==> src/rtl/alu_operand_stage.sv <==
// ID/EX operand stage: pipeline register for decoded fields, EX/MEM and MEM/WB
// operand forwarding, and a sticky illegal-opcode flag.
module alu_operand_stage #(
    parameter int unsigned DATA_W = 32,
    parameter int unsigned RA_W   = 5
) (
    input  logic              clk,
    input  logic              reset,
    input  logic              stall,
    input  logic              flush,
    input  logic              id_valid,
    input  logic [DATA_W-1:0] id_rs_data,
    input  logic [DATA_W-1:0] id_rt_data,
    input  logic [RA_W-1:0]   id_rs,
    input  logic [RA_W-1:0]   id_rt,
    input  logic [RA_W-1:0]   id_rd,
    input  logic [3:0]        id_ALU_Control,
    input  logic [4:0]        id_shamt,
    input  logic [DATA_W-1:0] id_imm,
    input  logic              id_ALUSrc,
    input  logic              id_RegWrite,
    input  logic              exmem_RegWrite,
    input  logic              memwb_RegWrite,
    input  logic [RA_W-1:0]   exmem_rd,
    input  logic [RA_W-1:0]   memwb_rd,
    input  logic [DATA_W-1:0] exmem_result,
    input  logic [DATA_W-1:0] memwb_result,
    output logic [DATA_W-1:0] data1,
    output logic [DATA_W-1:0] data2,
    output logic [3:0]        ALU_Control,
    output logic [4:0]        shamt,
    output logic              ex_valid,
    output logic              ex_RegWrite,
    output logic [RA_W-1:0]   ex_rd,
    output logic [1:0]        fwd_a,
    output logic [1:0]        fwd_b,
    output logic              ctrl_error
);

    localparam int unsigned OP_W  = 4;
    localparam int unsigned SH_W  = 5;
    localparam int unsigned SEL_W = 2;

    localparam logic [OP_W-1:0]  OP_ADD    = 4'b0010;
    localparam logic [SEL_W-1:0] FWD_RF    = 2'b00;
    localparam logic [SEL_W-1:0] FWD_EXMEM = 2'b10;
    localparam logic [SEL_W-1:0] FWD_MEMWB = 2'b01;

    typedef struct packed {
        logic              valid;
        logic              reg_write;
        logic              alu_src;
        logic [OP_W-1:0]   alu_ctrl;
        logic [SH_W-1:0]   shamt;
        logic [RA_W-1:0]   rs;
        logic [RA_W-1:0]   rt;
        logic [RA_W-1:0]   rd;
        logic [DATA_W-1:0] rs_data;
        logic [DATA_W-1:0] rt_data;
        logic [DATA_W-1:0] imm;
    } stage_t;

    // A bubble is an ADD with everything else zeroed and no write-back.
    localparam stage_t BUBBLE = '{
        valid:     1'b0,
        reg_write: 1'b0,
        alu_src:   1'b0,
        alu_ctrl:  OP_ADD,
        shamt:     '0,
        rs:        '0,
        rt:        '0,
        rd:        '0,
        rs_data:   '0,
        rt_data:   '0,
        imm:       '0
    };

    function automatic logic is_legal_op(input logic [OP_W-1:0] op);
        logic ok;
        ok = 1'b0;
        case (op)
            4'b0000, 4'b0001, 4'b0010, 4'b0110,
            4'b0111, 4'b1100, 4'b1101, 4'b1110: ok = 1'b1;
            default:                            ok = 1'b0;
        endcase
        return ok;
    endfunction

    // EX/MEM wins over MEM/WB because it holds the younger write; r0 is never forwarded.
    function automatic logic [SEL_W-1:0] fwd_select(
        input logic [RA_W-1:0] src,
        input logic            em_we,
        input logic [RA_W-1:0] em_rd,
        input logic            mw_we,
        input logic [RA_W-1:0] mw_rd
    );
        logic [SEL_W-1:0] sel;
        sel = FWD_RF;
        if (em_we && (em_rd != '0) && (em_rd == src)) begin
            sel = FWD_EXMEM;
        end else if (mw_we && (mw_rd != '0) && (mw_rd == src)) begin
            sel = FWD_MEMWB;
        end
        return sel;
    endfunction

    function automatic logic [DATA_W-1:0] fwd_value(
        input logic [SEL_W-1:0]  sel,
        input logic [DATA_W-1:0] rf_val,
        input logic [DATA_W-1:0] em_val,
        input logic [DATA_W-1:0] mw_val
    );
        logic [DATA_W-1:0] val;
        case (sel)
            FWD_EXMEM: val = em_val;
            FWD_MEMWB: val = mw_val;
            default:   val = rf_val;
        endcase
        return val;
    endfunction

    stage_t stage_q;
    stage_t stage_d;
    logic   ctrl_error_q;
    logic   ctrl_error_d;
    logic   load_en;

    logic [SEL_W-1:0]  fwd_a_c;
    logic [SEL_W-1:0]  fwd_b_c;
    logic [DATA_W-1:0] rt_fwd_c;

    assign load_en = ~flush & ~stall;

    // Next-state: flush beats stall, stall beats load.
    always_comb begin
        stage_d      = stage_q;
        ctrl_error_d = ctrl_error_q;
        if (flush) begin
            stage_d = BUBBLE;
        end else if (!stall) begin
            stage_d.valid     = id_valid;
            stage_d.reg_write = id_RegWrite;
            stage_d.alu_src   = id_ALUSrc;
            stage_d.alu_ctrl  = id_ALU_Control;
            stage_d.shamt     = id_shamt;
            stage_d.rs        = id_rs;
            stage_d.rt        = id_rt;
            stage_d.rd        = id_rd;
            stage_d.rs_data   = id_rs_data;
            stage_d.rt_data   = id_rt_data;
            stage_d.imm       = id_imm;
        end
        if (load_en && id_valid && !is_legal_op(id_ALU_Control)) begin
            ctrl_error_d = 1'b1;
        end
    end

    always_ff @(posedge clk) begin
        if (reset) begin
            stage_q      <= BUBBLE;
            ctrl_error_q <= 1'b0;
        end else begin
            stage_q      <= stage_d;
            ctrl_error_q <= ctrl_error_d;
        end
    end

    // Forwarding tracks the live EX/MEM and MEM/WB buses so a stalled op picks up new results.
    always_comb begin
        fwd_a_c  = fwd_select(stage_q.rs, exmem_RegWrite, exmem_rd, memwb_RegWrite, memwb_rd);
        fwd_b_c  = fwd_select(stage_q.rt, exmem_RegWrite, exmem_rd, memwb_RegWrite, memwb_rd);
        rt_fwd_c = fwd_value(fwd_b_c, stage_q.rt_data, exmem_result, memwb_result);
    end

    assign fwd_a       = fwd_a_c;
    assign fwd_b       = fwd_b_c;
    assign data1       = fwd_value(fwd_a_c, stage_q.rs_data, exmem_result, memwb_result);
    assign data2       = stage_q.alu_src ? stage_q.imm : rt_fwd_c;
    assign ALU_Control = stage_q.alu_ctrl;
    assign shamt       = stage_q.shamt;
    assign ex_valid    = stage_q.valid;
    assign ex_RegWrite = stage_q.reg_write & stage_q.valid;
    assign ex_rd       = stage_q.rd;
    assign ctrl_error  = ctrl_error_q;

endmodule

==> config.mk <==
export PLATFORM = sky130hd
export DESIGN_NAME = alu_operand_stage
export DESIGN_NICKNAME = d
export VERILOG_FILES = /design/src/rtl/alu_operand_stage.sv
export SDC_FILE = /design/constraint.sdc
export NUM_CORES = 1
export LEC_CHECK = 0
export ABC_AREA = 0
export CAP_MARGIN = 15
export CORE_AREA = 2 2 129 131
export DETAILED_ROUTE_END_ITERATION = 8
export DIE_AREA = 0 0 131 133
export GPL_TIMING_DRIVEN = 0
export PLACE_DENSITY = 0.76
export RECOVER_POWER = 25
export SLEW_MARGIN = 20
export SYNTH_ARGS = -nofsm -noshare
export SYNTH_HDL_FRONTEND = slang
export SYNTH_SLANG_ARGS = --single-unit
==> constraint.sdc <==
create_clock -name clk -period 2.01 [get_ports clk]
set_input_delay 0.201 -clock clk [delete_from_list [all_inputs] [get_ports clk]]
set_output_delay 0.201 -clock clk [all_outputs]
set_load 0.01 [all_outputs]
# ---- Yosys cells after proc, flatten, opt, wreduce, memory -nomap -nowiden
# Memories as Yosys holds them, arrays and structs flattened.
# Cells that the tools add are included.
dict set report totals {
  ff_bits 124
  latchBits 0
  mem_bits_rw 0
  mem_bits_ro 16
  inputBits 203
  out_inout_bits 85
  word_cells 44
  memories 1
}
dict set report classes {
  n_addsub 0
  multipliers 0
  div_mod_pow 0
  n_lt_le_gt_ge 0
  eq_ne 8
  shifts 0
  muxes 7
  bitwise_logic 4
  n_reduce_logical 12
}
# name words word_bits read_ports rd_clocked_by_memory_dff wr line_no
set memory_table {}
lappend memory_table {{(no name shown)} 16 1 1 0 0 81} ;# case (op)
# cell count
set op_table {}
lappend op_table {{32-bit case mux with 2 select lines} 2}
lappend op_table {{32-bit two-way mux} 1}
lappend op_table {{5-bit == test} 4}
lappend op_table {{5-bit nonzero test} 2}
lappend op_table {{1-bit logical AND} 8}
lappend op_table {{2-bit by 1-bit == test with 1-bit output, second input constant} 2}
lappend op_table {{2-bit == test, second input constant} 2}
lappend op_table {{2-bit two-way mux} 2}
lappend op_table {{1-bit bitwise AND} 2}
lappend op_table {{1-bit two-way mux} 2}
lappend op_table {{1-bit inverter} 2}
lappend op_table {{2-bit OR reduction} 1}
lappend op_table {{1-bit logical NOT} 1}

# ---- Depth between registers and ports, before layout
# Gate-level depths: netlist of run 1.
dict set report depth {
  ltp_word 8
  ltp_mapped 8
  ltp_nobuf 6
}

# ---- Least setup slack after synthesis of run 1
# No wires, ideal clock.
dict set report synth_timing {
  path_kind {register to output}
  from {reg stage_q[104] in the netlist's numbering}
  to {out data2[22]}
  t_arrival_ns 1.816
  required_time_ns 1.809
  slack_ns -0.007
  path_stages_with_launch 9
  n_path_buf 2
  cell_sequence {dfxtp_1 -> xnor2_1 -> nand4_1 -> or3_1 -> buf_2 -> inv_1 -> buf_2 -> a211oi_2 -> o31ai_1}
}
dict set report synth_via {
  word_cells_on_any_way 10
  cone_classes {eq/ne (4); mux (4); reduce/logical (2)}
}
# element line_no
set synth_rtl {}
lappend synth_rtl {{start, declared} 122} ;# stage_t stage_q;
lappend synth_rtl {{start signal, assigned} 163} ;# stage_q <= stage_d;
lappend synth_rtl {{5-bit == test (*)} 99} ;# if (em_we && (em_rd != '0) && (em_rd == src)) begin
lappend synth_rtl {{1-bit logical AND (*)} 99}
lappend synth_rtl {{2-bit two-way mux (*)} 99}
lappend synth_rtl {{via fwd_b[1]} 36} ;# output logic [1:0] fwd_b,
lappend synth_rtl {{2-bit by 1-bit == test with 1-bit output or 2-bit == test (tied branches)} 114} ;# case (sel)
lappend synth_rtl {{32-bit case mux with 2 select lines (*)} 114}
lappend synth_rtl {{32-bit two-way mux (*)} 178} ;# assign data2 = stage_q.alu_src ? stage_q.imm : rt_fwd_c;
lappend synth_rtl {{end, declared} 29} ;# output logic [DATA_W-1:0] data2,
# Mark *: on every way through the listed nets, which the timed path passes. The rest lies on a longest branch.

# ---- Final worst setup path of run 1
dict set report layout_timing {
  from {reg stage_q[102] in the netlist's numbering}
  to {out data2[26]}
}
dict set report layout_via {
  elab_chain_cells 7
  word_cells_on_any_way 10
  cone_classes {eq/ne (4); mux (4); reduce/logical (2)}
}
# element line_no
set layout_rtl {}
lappend layout_rtl {{5-bit == test} 101} ;# end else if (mw_we && (mw_rd != '0) && (mw_rd == src)) begin
lappend layout_rtl {{1-bit logical AND} 101}
lappend layout_rtl {{1-bit two-way mux} 101}
lappend layout_rtl {{2-bit two-way mux (*)} 99}
lappend layout_rtl {{2-bit by 1-bit == test with 1-bit output or 2-bit == test (tied branches)} 114}
lappend layout_rtl {{32-bit case mux with 2 select lines (*)} 114}
lappend layout_rtl {{32-bit two-way mux (*)} 178}
# Every way passes the cells marked *; elsewhere a longest branch is shown, timed or not.

==> results of run 1 <==
## power breakdown
group	internal (µW)	switching, µW	leakage (µW)
clock	1980	1110	0.000290
sequential	2540	50.6	0.00102
combinational	727	585	0.00344
total	5250	1740	0.00475
## registers in the layout, summed over array words and instances, names as in the netlist
name and flops:
stage_q 108, ex_valid 1, ex_rd 5, ctrl_error 1, shamt 5, ALU_Control 4
## worst register-to-register path: cells and delay by family (launching register included)
family | cells | cell delay [ps]
DFF | 1 | 330
muxes | 1 | 130
and+or+nand+nor | 1 | 110
buffers and inverters | 2 | 980
## through the flow
stage / setup TNS [ps] / hold WS (ps) / total power (µW) / utilization / worst slack [ps]
3_5_place_dp: -108180 / 468 / 3910 / 0.612 / -1310
4_1_cts: -28980 / 308 / 7000 / 0.683 / -568
2_1_floorplan: 0 / 273 / 3160 / - / 13.2
6_report: -28370 / 303 / 7000 / 0.691 / -558
3_3_place_gp: -107750 / 459 / 3890 / 0.612 / -1310
5_1_grt: -39450 / 348 / 7230 / 0.691 / -589
## cells in the mapped netlist, drive strengths merged
master and instances:
nand2 36, buf 40, and4 1, nand2b 1
nand4 1, o21ai 1, nor3 2, dfxtp 124
xnor2 10, a21oi 34, a221o 1, nor2 191
or3 1, inv 34, a211o 1, a211oi 32
xor2 10, nand3 1, or2 1, a31oi 32
o21a 1, and2 3, clkbuf 40, or4 3
o31ai 32, and3 1, mux2i 153, nor2b 1
## worst max path at each step
stage / from / endpoint / slack (ps) / depth (start not counted)
after global placement: exmem_rd[4] / data1[13] / -1310 / 8
after CTS: stage_q[103] / data2[30] / -570 / 10
after detailed placement: exmem_rd[0] / data2[18] / -1310 / 10
final: stage_q[102] / data2[26] / -560 / 9
after floorplan: stage_q[104] / data2[10] / 10 / 8
after global routing: stage_q[102] / data2[30] / -590 / 9
## final cells by class
| class | count | area, µm² |
|---|---|---|
| plain buffers | 77 | 623 |
| clock buffers | 26 | 509 |
| clock inverters | 6 | 82.6 |
| fillers | 1321 | 5000 |
| inverters | 34 | 134 |
| multi-input cells | 550 | 4030 |
| flip-flops and latches | 124 | 2500 |
| well taps | 220 | 275 |
| repair buffers | 321 | 3020 |
## metal layers
metal	GRT usage	vias to the layer above	share of wire
met5	0	-	0
met2	0.514	323	0.49
met3	0.0825	63	0.088
met1	0.337	3349	0.39
met4	0.111	0	0.031
li1	-	3367	-
## repair_timing
item | 4_1_cts | 5_1_grt
pin swaps | 41 | 22
gates cloned | 5 | 2
setup endpoints to repair | 79 | 68
setup buffers | 26 | 5
gates resized for setup | 437 | 37
## cells by family after synthesis
family | after synthesis | share of synthesized area
AOI/OAI and AO/OA | 134 | 0.153
xor gates and xnor gates | 20 | 0.0261
buffers and inverters | 114 | 0.0812
DFF | 124 | 0.369
muxes | 153 | 0.228
and+or+nand+nor | 243 | 0.143
==> out/results.tsv, run 1 <==
metric	value	unit
power.leakage	0.00475	µW
ir_drop	0.000571	V
io_pins	288	
totalWireLength	26300	µm
synth_area_leader_cell	dfxtp_1	
r2r_end	stage_q[120]	
finalNonFillerCells	1358	
synth_top_area_frac	0.369	
critPathTopFamily	buffers and inverters	
seq_area_frac_synth	0.369	
rr_startpoint	stage_q[120]	
tightestPinTransition	995	ps
avgRoutedWirePerCell	19.4	µm
min_to	ALU_Control[1]	
p_per_area	626	nW/µm²
gp_congestion	0.876	
min_period	2570	ps
slew_violations	0	
die_x	131	µm
cts.path.max_buffers	2	
max_freq	389	MHz
htreeDepth	4	
drc_errors	0	
worst-r2r-setup-slack	400	ps
drive_gt1_frac	0.246	
ant_nets	0	
syn_area	6720	µm²
rr_worst_depth	4	
cts.sinks	124	
num_rows	47	
arrival	2370	ps
cp.required	1810	ps
hpwl	18500	µm
postCtsHoldBufs	0	
holdCritStartpoint	stall	
first_pass_iters	6	
cts_buffers	17	
areaGrowthSynthToFinish	66.3	%
finalWorstSetupSlack	-558	ps
post-route-period-util	1.28	
cts_root_buf	clkbuf_16	
grt_pass1_vias	7205	
status	complete, but fails checks	
netlist_instances	788	
ys_ff_latch	124	
hold_path_class	primary input to flop	
endpoint_kind	output pin	
post_dp_cell_area	9900	µm²
violations	setup timing	
die_h	133	µm
layout_common_cells	206 x clkdlybuf4s50_1, 181 x nor2_1, 148 x mux2i_1, 115 x dfxtp_1, 70 x buf_2	
port_buffers	286	
crit_buf_inv	4	
drt_iter0_drc	326	
critPathMaxStageDelay	390	ps
report.final.hold_viol_count	0	
worstSetupPathType	flop to output pin	
antenna_found_initial	0	
cp_slowest_cell	or3_4	
diodes	0	
syn_area_per_cell	8.53	µm²
ys_types	33	
grt_max_degree	17	
grt_pass1_wl	38600	µm
final_nets	1328	
fin_area	11200	µm²
synth_area_leaders	dfxtp_1 37%, mux2i_1 23%, nor2_1 11%, a211oi_2 5.4%, o31ai_1 3.6%	
grt.total_usage	0.294	
crit_path_max_fanout	5	
fin_skew	0	ps
clkTransAtPathRegs	50	ps
coreArea	16200	µm²
slew_headroom	0.337	
place_inst	1294	
whs_path_depth	3	
syn_nets	991	
num_vias	7102	
start_util	0.416	
viasPerCell	5.23	
grt_overflow	0	
path_cells	xnor2_2 > nand4_1 > or3_4 > clkinvlp_4 > buf_6 > clkbuf_16 > a211oi_4 > o31ai_2 > buf_2	
crit_path_start_kind	flop	
setup_viol	98	
yosys_warnings	0	
clk_latency	420	ps
cts_tree	yes	
rsz0062_at_grt	yes	
max_cap_violations	0	
final_common_cell	clkdlybuf4s50_1	
design.die.area	17400	µm²
Power figures use the tool's default switching activity.
==> inputs of run 2 (changes only) <==
SLEW_MARGIN = default   (was 20)
==> results of run 2 <==
No change in the layout: final DEF, timing and power equal those of run 1.
